--- src/rtl/debug_pkg.sv ---
// Shared types and default parameter constants for the debug FIFO slice.
package debug_pkg;

  localparam int DEF_B          = 8;
  localparam int DEF_W          = 8;
  localparam int DEF_AE_LEVEL   = 4;
  localparam int DEF_SNAP_WORDS = 4;

  // The default almost_full threshold sits four words below the top of the FIFO.
  function automatic int def_af_level(input int w);
    return (1 << w) - 4;
  endfunction

  // Snapshot loader states: IDLE waits for a request, LOAD pushes the held words.
  typedef enum logic {
    IDLE = 1'b0,
    LOAD = 1'b1
  } snap_state_e;

endpackage

--- src/rtl/debug_fifo_if.sv ---
// Bus bundle for debug_fifo: push/pop handshake, status, error and snapshot signals.
interface debug_fifo_if
  import debug_pkg::*;
#(
  parameter int B          = DEF_B,
  parameter int W          = DEF_W,
  parameter int SNAP_WORDS = DEF_SNAP_WORDS
) ();

  // Push / pop handshake
  logic                  wr;
  logic                  rd;
  logic [B-1:0]          w_data;
  logic [B-1:0]          r_data;

  // Occupancy and status
  logic                  full;
  logic                  empty;
  logic                  almost_full;
  logic                  almost_empty;
  logic [W:0]            count;

  // Sticky error flags and their clear
  logic                  overflow;
  logic                  underflow;
  logic                  clr_err;

  // Snapshot capture
  logic                  snap_req;
  logic [SNAP_WORDS*B-1:0] snap_data;
  logic                  snap_busy;

  // FIFO side.
  modport slave (
    input  wr, rd, w_data, clr_err, snap_req, snap_data,
    output r_data, full, empty, almost_full, almost_empty, count,
           overflow, underflow, snap_busy
  );

  // Producer / consumer side.
  modport master (
    output wr, rd, w_data, clr_err, snap_req, snap_data,
    input  r_data, full, empty, almost_full, almost_empty, count,
           overflow, underflow, snap_busy
  );

endinterface

--- src/rtl/fifo_ram.sv ---
// FIFO storage: one synchronous write port, one asynchronous read port.
module fifo_ram
  import debug_pkg::*;
#(
  parameter int B = DEF_B,
  parameter int W = DEF_W
) (
  input  logic         clk,
  input  logic         we,
  input  logic [W-1:0] waddr,
  input  logic [B-1:0] wdata,
  input  logic [W-1:0] raddr,
  output logic [B-1:0] rdata
);

  logic [B-1:0] mem [2**W];

  // Write the addressed word on a push.
  // NOTE: the array is deliberately left out of reset so it maps onto plain RAM;
  // stale words are never visible because the pointers and count are reset.
  // NOTE: sequential state uses <= so every flop samples pre-edge values.
  always_ff @(posedge clk) begin
    if (we) begin
      mem[waddr] <= wdata;
    end
  end

  // Head word is available in the same cycle (first-word-fall-through).
  assign rdata = mem[raddr];

endmodule

--- src/rtl/debug_fifo.sv ---
// Debug FIFO: FWFT FIFO with status flags, sticky error flags and a snapshot
// loader that pushes a multi-word debug register into the FIFO, MSW first.
module debug_fifo
  import debug_pkg::*;
#(
  parameter int B          = DEF_B,
  parameter int W          = DEF_W,
  parameter int AF_LEVEL   = def_af_level(W),
  parameter int AE_LEVEL   = DEF_AE_LEVEL,
  parameter int SNAP_WORDS = DEF_SNAP_WORDS
) (
  input logic         clk,
  input logic         reset_n,
  debug_fifo_if.slave bus
);

  localparam int SNAP_BITS = SNAP_WORDS * B;
  localparam int IDX_W     = (SNAP_WORDS > 1) ? $clog2(SNAP_WORDS) : 1;

  localparam logic [W:0]       DEPTH_C  = (W+1)'(1 << W);
  localparam logic [W:0]       AF_C     = (W+1)'(AF_LEVEL);
  localparam logic [W:0]       AE_C     = (W+1)'(AE_LEVEL);
  localparam logic [IDX_W-1:0] LAST_IDX = IDX_W'(SNAP_WORDS - 1);

  // Snapshot loader
  snap_state_e          state_q;
  snap_state_e          state_d;
  logic [IDX_W-1:0]     idx_q;
  logic [SNAP_BITS-1:0] hold_q;
  logic                 loading;
  logic                 snap_load;
  logic                 snap_push;
  logic [B-1:0]         snap_word;

  // FIFO core
  logic [W-1:0]         w_ptr_q;
  logic [W-1:0]         r_ptr_q;
  logic [W:0]           count_q;
  logic                 full;
  logic                 empty;
  logic                 push_req;
  logic [B-1:0]         push_data;
  logic                 do_push;
  logic                 do_pop;

  // Sticky errors
  logic                 ovf_q;
  logic                 unf_q;
  logic                 ovf_set;
  logic                 unf_set;

  // ---------------------------------------------------------------------------
  // Snapshot FSM
  // ---------------------------------------------------------------------------

  // State register; reset abandons any snapshot in progress.
  always_ff @(posedge clk or negedge reset_n) begin
    if (!reset_n) begin
      state_q <= IDLE;
    end else begin
      state_q <= state_d;
    end
  end

  // Next state: enter LOAD on a request, leave it with the push of the last word.
  always_comb begin
    // NOTE: state_d gets a default before the case so no path leaves it unassigned.
    state_d = state_q;
    unique case (state_q)
      IDLE:    if (bus.snap_req) state_d = LOAD;
      LOAD:    if (!full && (idx_q == LAST_IDX)) state_d = IDLE;
      default: state_d = IDLE;
    endcase
  end

  // Outputs: capture strobe in IDLE, push strobe in LOAD whenever there is room.
  always_comb begin
    snap_load     = 1'b0;
    snap_push     = 1'b0;
    bus.snap_busy = 1'b0;
    unique case (state_q)
      IDLE: snap_load = bus.snap_req;
      LOAD: begin
        snap_push     = !full;
        bus.snap_busy = 1'b1;
      end
      default: ;
    endcase
  end

  assign loading = (state_q == LOAD);

  // Holding register: latch the source on capture, then shift left one word per
  // push so the word for index idx_q always sits in the top B bits.
  always_ff @(posedge clk or negedge reset_n) begin
    if (!reset_n) begin
      hold_q <= '0;
      idx_q  <= '0;
    end else if (snap_load) begin
      hold_q <= bus.snap_data;
      idx_q  <= '0;
    end else if (snap_push) begin
      hold_q <= hold_q << B;
      idx_q  <= idx_q + IDX_W'(1);
    end
  end

  assign snap_word = hold_q[SNAP_BITS-1 -: B];

  // ---------------------------------------------------------------------------
  // FIFO core
  // ---------------------------------------------------------------------------

  // While loading, the snapshot owns the write side and external wr is dropped.
  assign push_req  = loading ? snap_push : bus.wr;
  assign push_data = loading ? snap_word : bus.w_data;
  assign do_push   = push_req && !full;
  assign do_pop    = bus.rd && !empty;

  // Flags are decoded from the registered count.
  assign empty            = (count_q == '0);
  assign full             = (count_q == DEPTH_C);
  assign bus.empty        = empty;
  assign bus.full         = full;
  assign bus.almost_full  = (count_q >= AF_C);
  assign bus.almost_empty = (count_q <= AE_C);
  assign bus.count        = count_q;

  // Pointers wrap naturally at 2^W; count tracks push minus pop.
  always_ff @(posedge clk or negedge reset_n) begin
    if (!reset_n) begin
      w_ptr_q <= '0;
      r_ptr_q <= '0;
      count_q <= '0;
    end else begin
      if (do_push) w_ptr_q <= w_ptr_q + W'(1);
      if (do_pop)  r_ptr_q <= r_ptr_q + W'(1);
      case ({do_push, do_pop})
        2'b10:   count_q <= count_q + (W+1)'(1);
        2'b01:   count_q <= count_q - (W+1)'(1);
        default: ;
      endcase
    end
  end

  fifo_ram #(
    .B (B),
    .W (W)
  ) u_ram (
    .clk   (clk),
    .we    (do_push),
    .waddr (w_ptr_q),
    .wdata (push_data),
    .raddr (r_ptr_q),
    .rdata (bus.r_data)
  );

  // ---------------------------------------------------------------------------
  // Sticky error flags
  // ---------------------------------------------------------------------------

  // A stalled snapshot never counts as overflow; only external wr does.
  assign ovf_set = bus.wr && (full || loading);
  assign unf_set = bus.rd && empty;

  // Set on error, hold until cleared; a clear in the same cycle as a set wins.
  always_ff @(posedge clk or negedge reset_n) begin
    if (!reset_n) begin
      ovf_q <= 1'b0;
      unf_q <= 1'b0;
    end else if (bus.clr_err) begin
      ovf_q <= 1'b0;
      unf_q <= 1'b0;
    end else begin
      if (ovf_set) ovf_q <= 1'b1;
      if (unf_set) unf_q <= 1'b1;
    end
  end

  assign bus.overflow  = ovf_q;
  assign bus.underflow = unf_q;

endmodule

--- src/flat_wrapper.sv ---
// flat-port wrapper written by rule: the top's interface ports become plain ports
module debug_fifo_flat import debug_pkg::*;
#(
  parameter int B          = DEF_B,
  parameter int W          = DEF_W,
  parameter int AF_LEVEL   = def_af_level(W),
  parameter int AE_LEVEL   = DEF_AE_LEVEL,
  parameter int SNAP_WORDS = DEF_SNAP_WORDS
)
  (clk, reset_n, bus_wr, bus_rd, bus_w_data, bus_clr_err, bus_snap_req, bus_snap_data, bus_r_data, bus_full, bus_empty, bus_almost_full, bus_almost_empty, bus_count, bus_overflow, bus_underflow, bus_snap_busy);
  debug_fifo_if #(.B(B), .W(W), .SNAP_WORDS(SNAP_WORDS)) bus_i ();
  input logic clk;
  input logic reset_n;
  input wire logic [$bits(bus_i.wr)-1:0] bus_wr;
  input wire logic [$bits(bus_i.rd)-1:0] bus_rd;
  input wire logic [$bits(bus_i.w_data)-1:0] bus_w_data;
  input wire logic [$bits(bus_i.clr_err)-1:0] bus_clr_err;
  input wire logic [$bits(bus_i.snap_req)-1:0] bus_snap_req;
  input wire logic [$bits(bus_i.snap_data)-1:0] bus_snap_data;
  output wire logic [$bits(bus_i.r_data)-1:0] bus_r_data;
  output wire logic [$bits(bus_i.full)-1:0] bus_full;
  output wire logic [$bits(bus_i.empty)-1:0] bus_empty;
  output wire logic [$bits(bus_i.almost_full)-1:0] bus_almost_full;
  output wire logic [$bits(bus_i.almost_empty)-1:0] bus_almost_empty;
  output wire logic [$bits(bus_i.count)-1:0] bus_count;
  output wire logic [$bits(bus_i.overflow)-1:0] bus_overflow;
  output wire logic [$bits(bus_i.underflow)-1:0] bus_underflow;
  output wire logic [$bits(bus_i.snap_busy)-1:0] bus_snap_busy;
  assign bus_i.wr = bus_wr;
  assign bus_i.rd = bus_rd;
  assign bus_i.w_data = bus_w_data;
  assign bus_i.clr_err = bus_clr_err;
  assign bus_i.snap_req = bus_snap_req;
  assign bus_i.snap_data = bus_snap_data;
  assign bus_r_data = bus_i.r_data;
  assign bus_full = bus_i.full;
  assign bus_empty = bus_i.empty;
  assign bus_almost_full = bus_i.almost_full;
  assign bus_almost_empty = bus_i.almost_empty;
  assign bus_count = bus_i.count;
  assign bus_overflow = bus_i.overflow;
  assign bus_underflow = bus_i.underflow;
  assign bus_snap_busy = bus_i.snap_busy;
  debug_fifo #(.B(B), .W(W), .AF_LEVEL(AF_LEVEL), .AE_LEVEL(AE_LEVEL), .SNAP_WORDS(SNAP_WORDS)) u_core (.clk(clk), .reset_n(reset_n), .bus(bus_i));
endmodule
--- config.mk ---
export PLATFORM = sky130hd
export DESIGN_NAME = debug_fifo_flat
export DESIGN_NICKNAME = d
export VERILOG_FILES = /design/src/rtl/debug_pkg.sv /design/src/rtl/debug_fifo_if.sv /design/src/rtl/fifo_ram.sv /design/src/rtl/debug_fifo.sv /design/src/flat_wrapper.sv
export SDC_FILE = /design/constraint.sdc
export NUM_CORES = 2
export LEC_CHECK = 0
export ABC_CLOCK_PERIOD_IN_PS = 4800
export BUFFER_PORTS_ARGS = -buffer_cell sky130_fd_sc_hd__buf_4
export CELL_PAD_IN_SITES_DETAIL_PLACEMENT = 1
export CELL_PAD_IN_SITES_GLOBAL_PLACEMENT = 2
export CORE_MARGIN = 3
export CORE_UTILIZATION = 50
export CTS_BUF_LIST = sky130_fd_sc_hd__clkbuf_16
export DETAILED_ROUTE_END_ITERATION = 6
export PLACE_DENSITY_LB_ADDON = 0.1
export RECOVER_POWER = 25
export SYNTH_ARGS = -nofsm -noshare
export SYNTH_HDL_FRONTEND = slang
export SYNTH_SLANG_ARGS = --single-unit
--- constraint.sdc ---
create_clock -name clk -period 4.8 [get_ports clk]
set_input_delay 0.96 -clock clk [delete_from_list [all_inputs] [get_ports clk]]
set_output_delay 0.96 -clock clk [all_outputs]
set_load 0.05 [all_outputs]
== Word level (Yosys, flattened, before mapping) ==
Memory sizes are Yosys's and may differ from the RTL's.
Index checks and enable logic that the tools add are counted.

* Memories kept: 1
* Logic and storage cells: 53
* Memory bits (writable): 2048
* Output and inout bits: 24
* Register bits after elaboration: 62
* Input bits: 46

{| class="wikitable"
|+ Memory list
! memory !! words !! width !! rd ports !! clocked after memory_dff !! write ports !! line !! text
|-
| u_core.u_ram.mem || 256 || 8 || 1 || 0 || 1 || fifo_ram.sv:16 || <nowiki>logic [B-1:0] mem [2**W];</nowiki>
|}

* Reductions and logical operators: 13
* Bitwise gates (word level): 1
* Order comparisons: 2
* Eq/ne operators: 4
* $add $sub $neg: 5
* Muxes and demuxes: 19

{| class="wikitable"
|+ Operator list
! operator !! count
|-
| two-way mux 32 bit || 2
|-
| one-hot mux 9 bit (2 select lines) || 1
|-
| adder 8 x 1 -> 8 bit, second input constant || 2
|-
| two-way mux 1 bit || 12
|-
| adder 9 x 1 -> 9 bit, second input constant || 1
|-
| equality test 9 bit, second input constant || 1
|-
| >= comparator 9 x 8 -> 1 bit, second input constant || 1
|-
| <= comparator 9 x 3 -> 1 bit, second input constant || 1
|-
| zero test 9 bit || 1
|-
| subtractor 9 x 1 -> 9 bit, second input constant || 1
|-
| two-way mux 8 bit || 1
|-
| nonzero test 2 bit || 4
|-
| logical AND 1 bit || 5
|-
| equality test 2 bit, second input constant || 2
|-
| two-way mux 2 bit || 2
|-
| adder 2 x 1 -> 2 bit, second input constant || 1
|-
| equality test 2 x 1 -> 1 bit, second input constant || 1
|-
| zero test 1 bit || 2
|-
| one-hot mux 1 bit (2 select lines) || 1
|-
| logical OR 1 bit || 1
|-
| NOT 1 bit || 1
|}

== Depth between registers and ports, before layout ==
* Depth in word-level cells: 7
* Depth in mapped cells: 15
* Depth with buffers taken out: 15

== Modules after synthesis ==
A second synthesis with hierarchy kept.

* Cell total of the unflattened synthesis: 4031
* Area total of the unflattened synthesis: 82635.5 µm²

{| class="wikitable"
|+ By module, submodules not included
! module !! cells an instance !! sequential area each (µm²) !! instances !! area an instance (µm²)
|-
| fifo_ram || 3725 || 61499.0 || 1 || 79396.1
|-
| debug_fifo || 306 || 1551.5 || 1 || 3239.4
|}

== Worst setup path after synthesis ==
Ideal clock, no wire load.

* Path type: reg-to-reg
* Start point: register u_core.count_q[4] (netlist: u_core.bus.count[4])
* End point: register u_core.count_q[8] (netlist: u_core.bus.count[8])
* Stages on the path, launching flop included: 14
* Setup slack: -596 ps
* Period minus slack after synthesis: 5396 ps
* Setup time: 144 ps
* Arrival time: 5253 ps
* Path through: dfrtp_1 or4_1 nor4b_1 nor2b_1 clkbuf_1 ha_1 fa_1 a21o_1 a21oi_1 nor2b_1 o21a_1 o41ai_1 mux2i_1 xnor2_1

{| class="wikitable"
|+ RTL lines
! item !! line !! text
|-
| start: declaration || debug_fifo.sv:38 || <nowiki>logic [W:0] count_q;</nowiki>
|-
| start signal: assignment || debug_fifo.sv:139 || <nowiki>2'b10: count_q <= count_q + (W+1)'(1);</nowiki>
|-
| start signal: assignment || debug_fifo.sv:140 || <nowiki>2'b01: count_q <= count_q - (W+1)'(1);</nowiki>
|-
| zero test 9 bit * || debug_fifo.sv:121 || <nowiki>assign empty = (count_q == '0);</nowiki>
|-
| net bus_empty || flat_wrapper.sv:22 || <nowiki>output wire logic [$bits(bus_i.empty)-1:0] bus_empty;</nowiki>
|-
| zero test 1 bit * || debug_fifo.sv:118 || <nowiki>assign do_pop = bus.rd && !empty;</nowiki>
|-
| logical AND 1 bit * || debug_fifo.sv:118 ||
|-
| net u_core.do_pop || debug_fifo.sv:44 || <nowiki>logic do_pop;</nowiki>
|-
| equality test 2 x 1 -> 1 bit or equality test 2 bit (tied branches) || debug_fifo.sv:138 || <nowiki>case ({do_push, do_pop})</nowiki>
|-
| one-hot mux 9 bit (2 select lines) or nonzero test 2 bit (tied branches) || -- ||
|}

Mark *: on every way through the listed nets, which the timed path passes. The rest lies on a longest branch.
A chain may end at the register's enable or synchronous reset.

== Final worst setup path ==
* Start point: register u_core.r_ptr_q[1]
* End point: output port bus_r_data[5]

* Longest elaborated chain between the ends: 1

{| class="wikitable"
|+ Ends and longest elaborated chain
! item !! line !! text
|-
| start: declaration || debug_fifo.sv:37 || <nowiki>logic [W-1:0] r_ptr_q;</nowiki>
|-
| start signal: assignment || debug_fifo.sv:137 || <nowiki>if (do_pop) r_ptr_q <= r_ptr_q + W'(1);</nowiki>
|-
| memory read (256 x 8 bit) || -- ||
|-
| end: declaration || flat_wrapper.sv:20 || <nowiki>output wire logic [$bits(bus_i.r_data)-1:0] bus_r_data;</nowiki>
|}

No other way between the ends.

==> flow_summary.toml <==
[route]
vias = 44181
dr.pass1.iters = 5
vias_per_cell = 6.30
drtIter0Drc = 5232
ant_nets = 0
wl_per_cell_um = 35.1
totalWireLength_mm = 246
drc = 0

[power_and_ir_drop]
swShare_pct = 35.0
leakage_nw = 32.5
comb_power_share_pct = 37.8
p_sw_w = 0.0227
pwr-share-seq_pct = 37.3
internal_power_w = 0.0422
pwr-share-clk_pct = 24.8
p_total_w = 0.0648
max-vdd-ir-drop_v = 0.000802
power_density_nw_per_um2 = 663

[setup_path]
critPathLaunch = "u_core.r_ptr_q[1]"
required_ns = 3.84
critPathSlowestCell = "o41ai_4"
critPathLaunchType = "flop"
worstPathCellList = "buf_12 > buf_12 > buf_16 > buf_4 > mux4_2 > a22oi_1 > a21oi_2 > o41ai_4 > o32ai_4 > buf_6"
crit_top_cell = "buf_12"
critical_path.max_stage_delay_ns = 0.49
cp.arrival_ns = 4.10
ff2ff_setup_slack_ns = 0.06
rr_endpoint = "u_core.u_ram.mem[58][2]"
critPathBufInv = 5
worst-path-stages = 10
critPathKind = "reg -> out"
reg2reg_from = "u_core.bus.count[4]"
cp-end-kind = "primary output"
r2r_cells = 11
path_delay_family = "compound AO/OA/AOI/OAI gates"
path_max_fanout = 20

[synth]
synth-async-reset-ratio_pct = 2.94
ys_seq_area_share_pct = 76.4
synth.top_cell.area_share_pct = 74.5
syn_avg_cell_area_um2 = 20.5
synth_cells = 4022
synth_nets = 4083
synth.area.top_cells = "edfxtp_1 75%, mux4_2 12%, mux2i_1 2.4%"
yosysMostFrequentCell = "edfxtp_1"
yosys_warnings = 0
ys_ff_latch = 2110
yosysTopAreaCell = "edfxtp_1"
synth_edf_count = 2048
syn_area_um2 = 82500
synth_common_cells = "2048 x edfxtp_1, 454 x mux4_2, 292 x nor2_1"
synth_cell_types = 69
synthFlopType = "edfxtp_1"

[timing]
setup_violations = 8
finalCritPeriodShare_pct = 105
finClkSkew_ns = 0.0321
worst_slack_ns = -0.260
rsz0062_at_grt = "true"
post-route-min-period_ns = 5.06
slew_violations = 937
finalHoldViolCount = 0
worst_pin_slew_ns = 3.72
finalSetupTns_ns = -1.54
slew_headroom_pct = -148
fmax_mhz = 198

[floorplan]
die_w_um = 412
fp-row-count = 148
core_area_um2 = 163000
die-area_um2 = 170000
fp.dieH_um = 412
initial_core_util_pct = 50.5
ioPinCount = 70

[clock_network]
insertion_delay_ns = 0.84
cts_tree = "built"
clkTransAtPathRegs_ns = 0.06
cts.sinks = 2110
clk_path_buf_depth = 3
hold_buffers = 0
cts_inserted_buffers = 212
htree_levels = 4
cts_root_buffer = "clkbuf_16"

[layout]
drive_above_1_share_pct = 32.3
final_cell_area_um2 = 97900
nets = 4710
area_growth_pct = 18.6
fillCellCount = 13835
register_area_um2 = 63100
stdcell_count = 7009
multiInputGateArea_um2 = 18900

[place]
dpl-instance-area_um2 = 88700
pre_cts_ws_ns = -0.243
placedCellCount = 6507
gp_congestion = 0.845
io_buffers = 69
dp_hpwl_mm = 152

[grt]
grt_use_total_pct = 29.2
grt_pass1_vias = 45900
grt-ovfl-total = 0
grt_max_degree = 154
grt_pass1_wl_mm = 349
antenna_found_initial = 8

[run_status]
outcome = "complete, but fails checks"
violations = "capacitance limit, slew limit, setup timing"

[min_path]
hp-class = "in -> async"

[flow_run]
maxCapViolCount = 8
[placed cells by master, fill, tap and decap left out, types with 39 or more instances in the layout]
master     netlist  routed
buf_12           9      40
nand2_1        150     137
o21ai_0         72      62
clkinv_2         0      39
dfrtp_1         62      55
a21oi_1         53      42
mux4_2         454     456
a22oi_1         76      60
mux2i_1        194     185
clkinv_1         2      56
nor2_1         292     290
clkbuf_16        0     218
edfxtp_1      2048    2048
buf_4           24     538
inv_1            6      57
[per-stage QoR]
| step | utilization (%) | hold slack, ns |
|---|---|---|
| floorplan | - | 0.466 |
| global placement | 54.3 | 0.477 |
| detailed placement | 54.3 | 0.485 |
| CTS | 59.6 | 0.245 |
| global route | 59.9 | 0.269 |
| finish | 59.9 | 0.279 |
[layout make-up]
| class | instances | share of cell area, % |
|---|---|---|
| inverter | 10 | 0.0435 |
| sequential | 2110 | 64.5 |
| antenna | 4 | 0.0102 |
| tap | 2175 | 2.78 |
| timing repair buffer | 659 | 6.54 |
| clock inverter | 180 | 1.37 |
| clock buffer | 215 | 5.50 |
| multi-input combinational | 1656 | 19.3 |
[power by group through the flow]
stage | Clock, W | Sequential, W | Combinational (W)
2_1_floorplan | 0 | 0.0246 | 0.0117
3_3_place_gp | 0 | 0.0244 | 0.0212
3_5_place_dp | 0 | 0.0245 | 0.0215
4_1_cts | 0.0163 | 0.0240 | 0.0240
5_1_grt | 0.0171 | 0.0243 | 0.0256
6_report | 0.0161 | 0.0242 | 0.0245
[logic make-up after synthesis]
group                      Yosys count  synth area share, %
xor gates and xnor gates            21                0.223
muxes                              662                 15.0
buffers and inverters              256                 1.87
DFF                               2110                 76.4
AOI/OAI and AO/OA                  411                 3.51
adders and majority gates           15                0.237
and+or+nand+nor                    547                 2.76
[how the worst max path moves through the flow]
| stage | end | slack, ns |
|---|---|---|
| 3_5_place_dp | bus_r_data[2] | -0.24 |
| 6_report | bus_r_data[5] | -0.26 |
| 3_3_place_gp | bus_r_data[5] | -0.24 |
| 5_1_grt | bus_r_data[5] | -0.34 |
| 4_1_cts | bus_r_data[0] | -0.23 |
| 2_1_floorplan | u_core.bus.count[8] | 0.18 |
[what timing repair did]
item / in CTS / in global routing
setup buffers: 57 / 38
cloned: 13 / 3
endpoints found under the setup margin: 8 / 8
resized for setup: 191 / 60
pin swaps: 37 / 40
[flip-flops by register name, indices dropped and copies added, names as in the netlist]
signal                count
u_core.u_ram.mem       2048
u_core.hold_q            32
u_core.bus.count          9
u_core.r_ptr_q            8
u_core.w_ptr_q            8
u_core.idx_q              2
u_core.bus.overflow       1
u_core.bus.underflow      1
u_core.loading            1
[layer usage]
metal  track usage, %  part of all wire [%]  vias to the layer above
met3             5.47                   8.0                      393
met2             46.0                    48                     2049
met5                0                     0                        -
li1                 -                     -                    17937
met4             10.3                   3.8                        0
met1             41.4                    40                    23802
No activity file was read; power rests on OpenSTA's default activity.
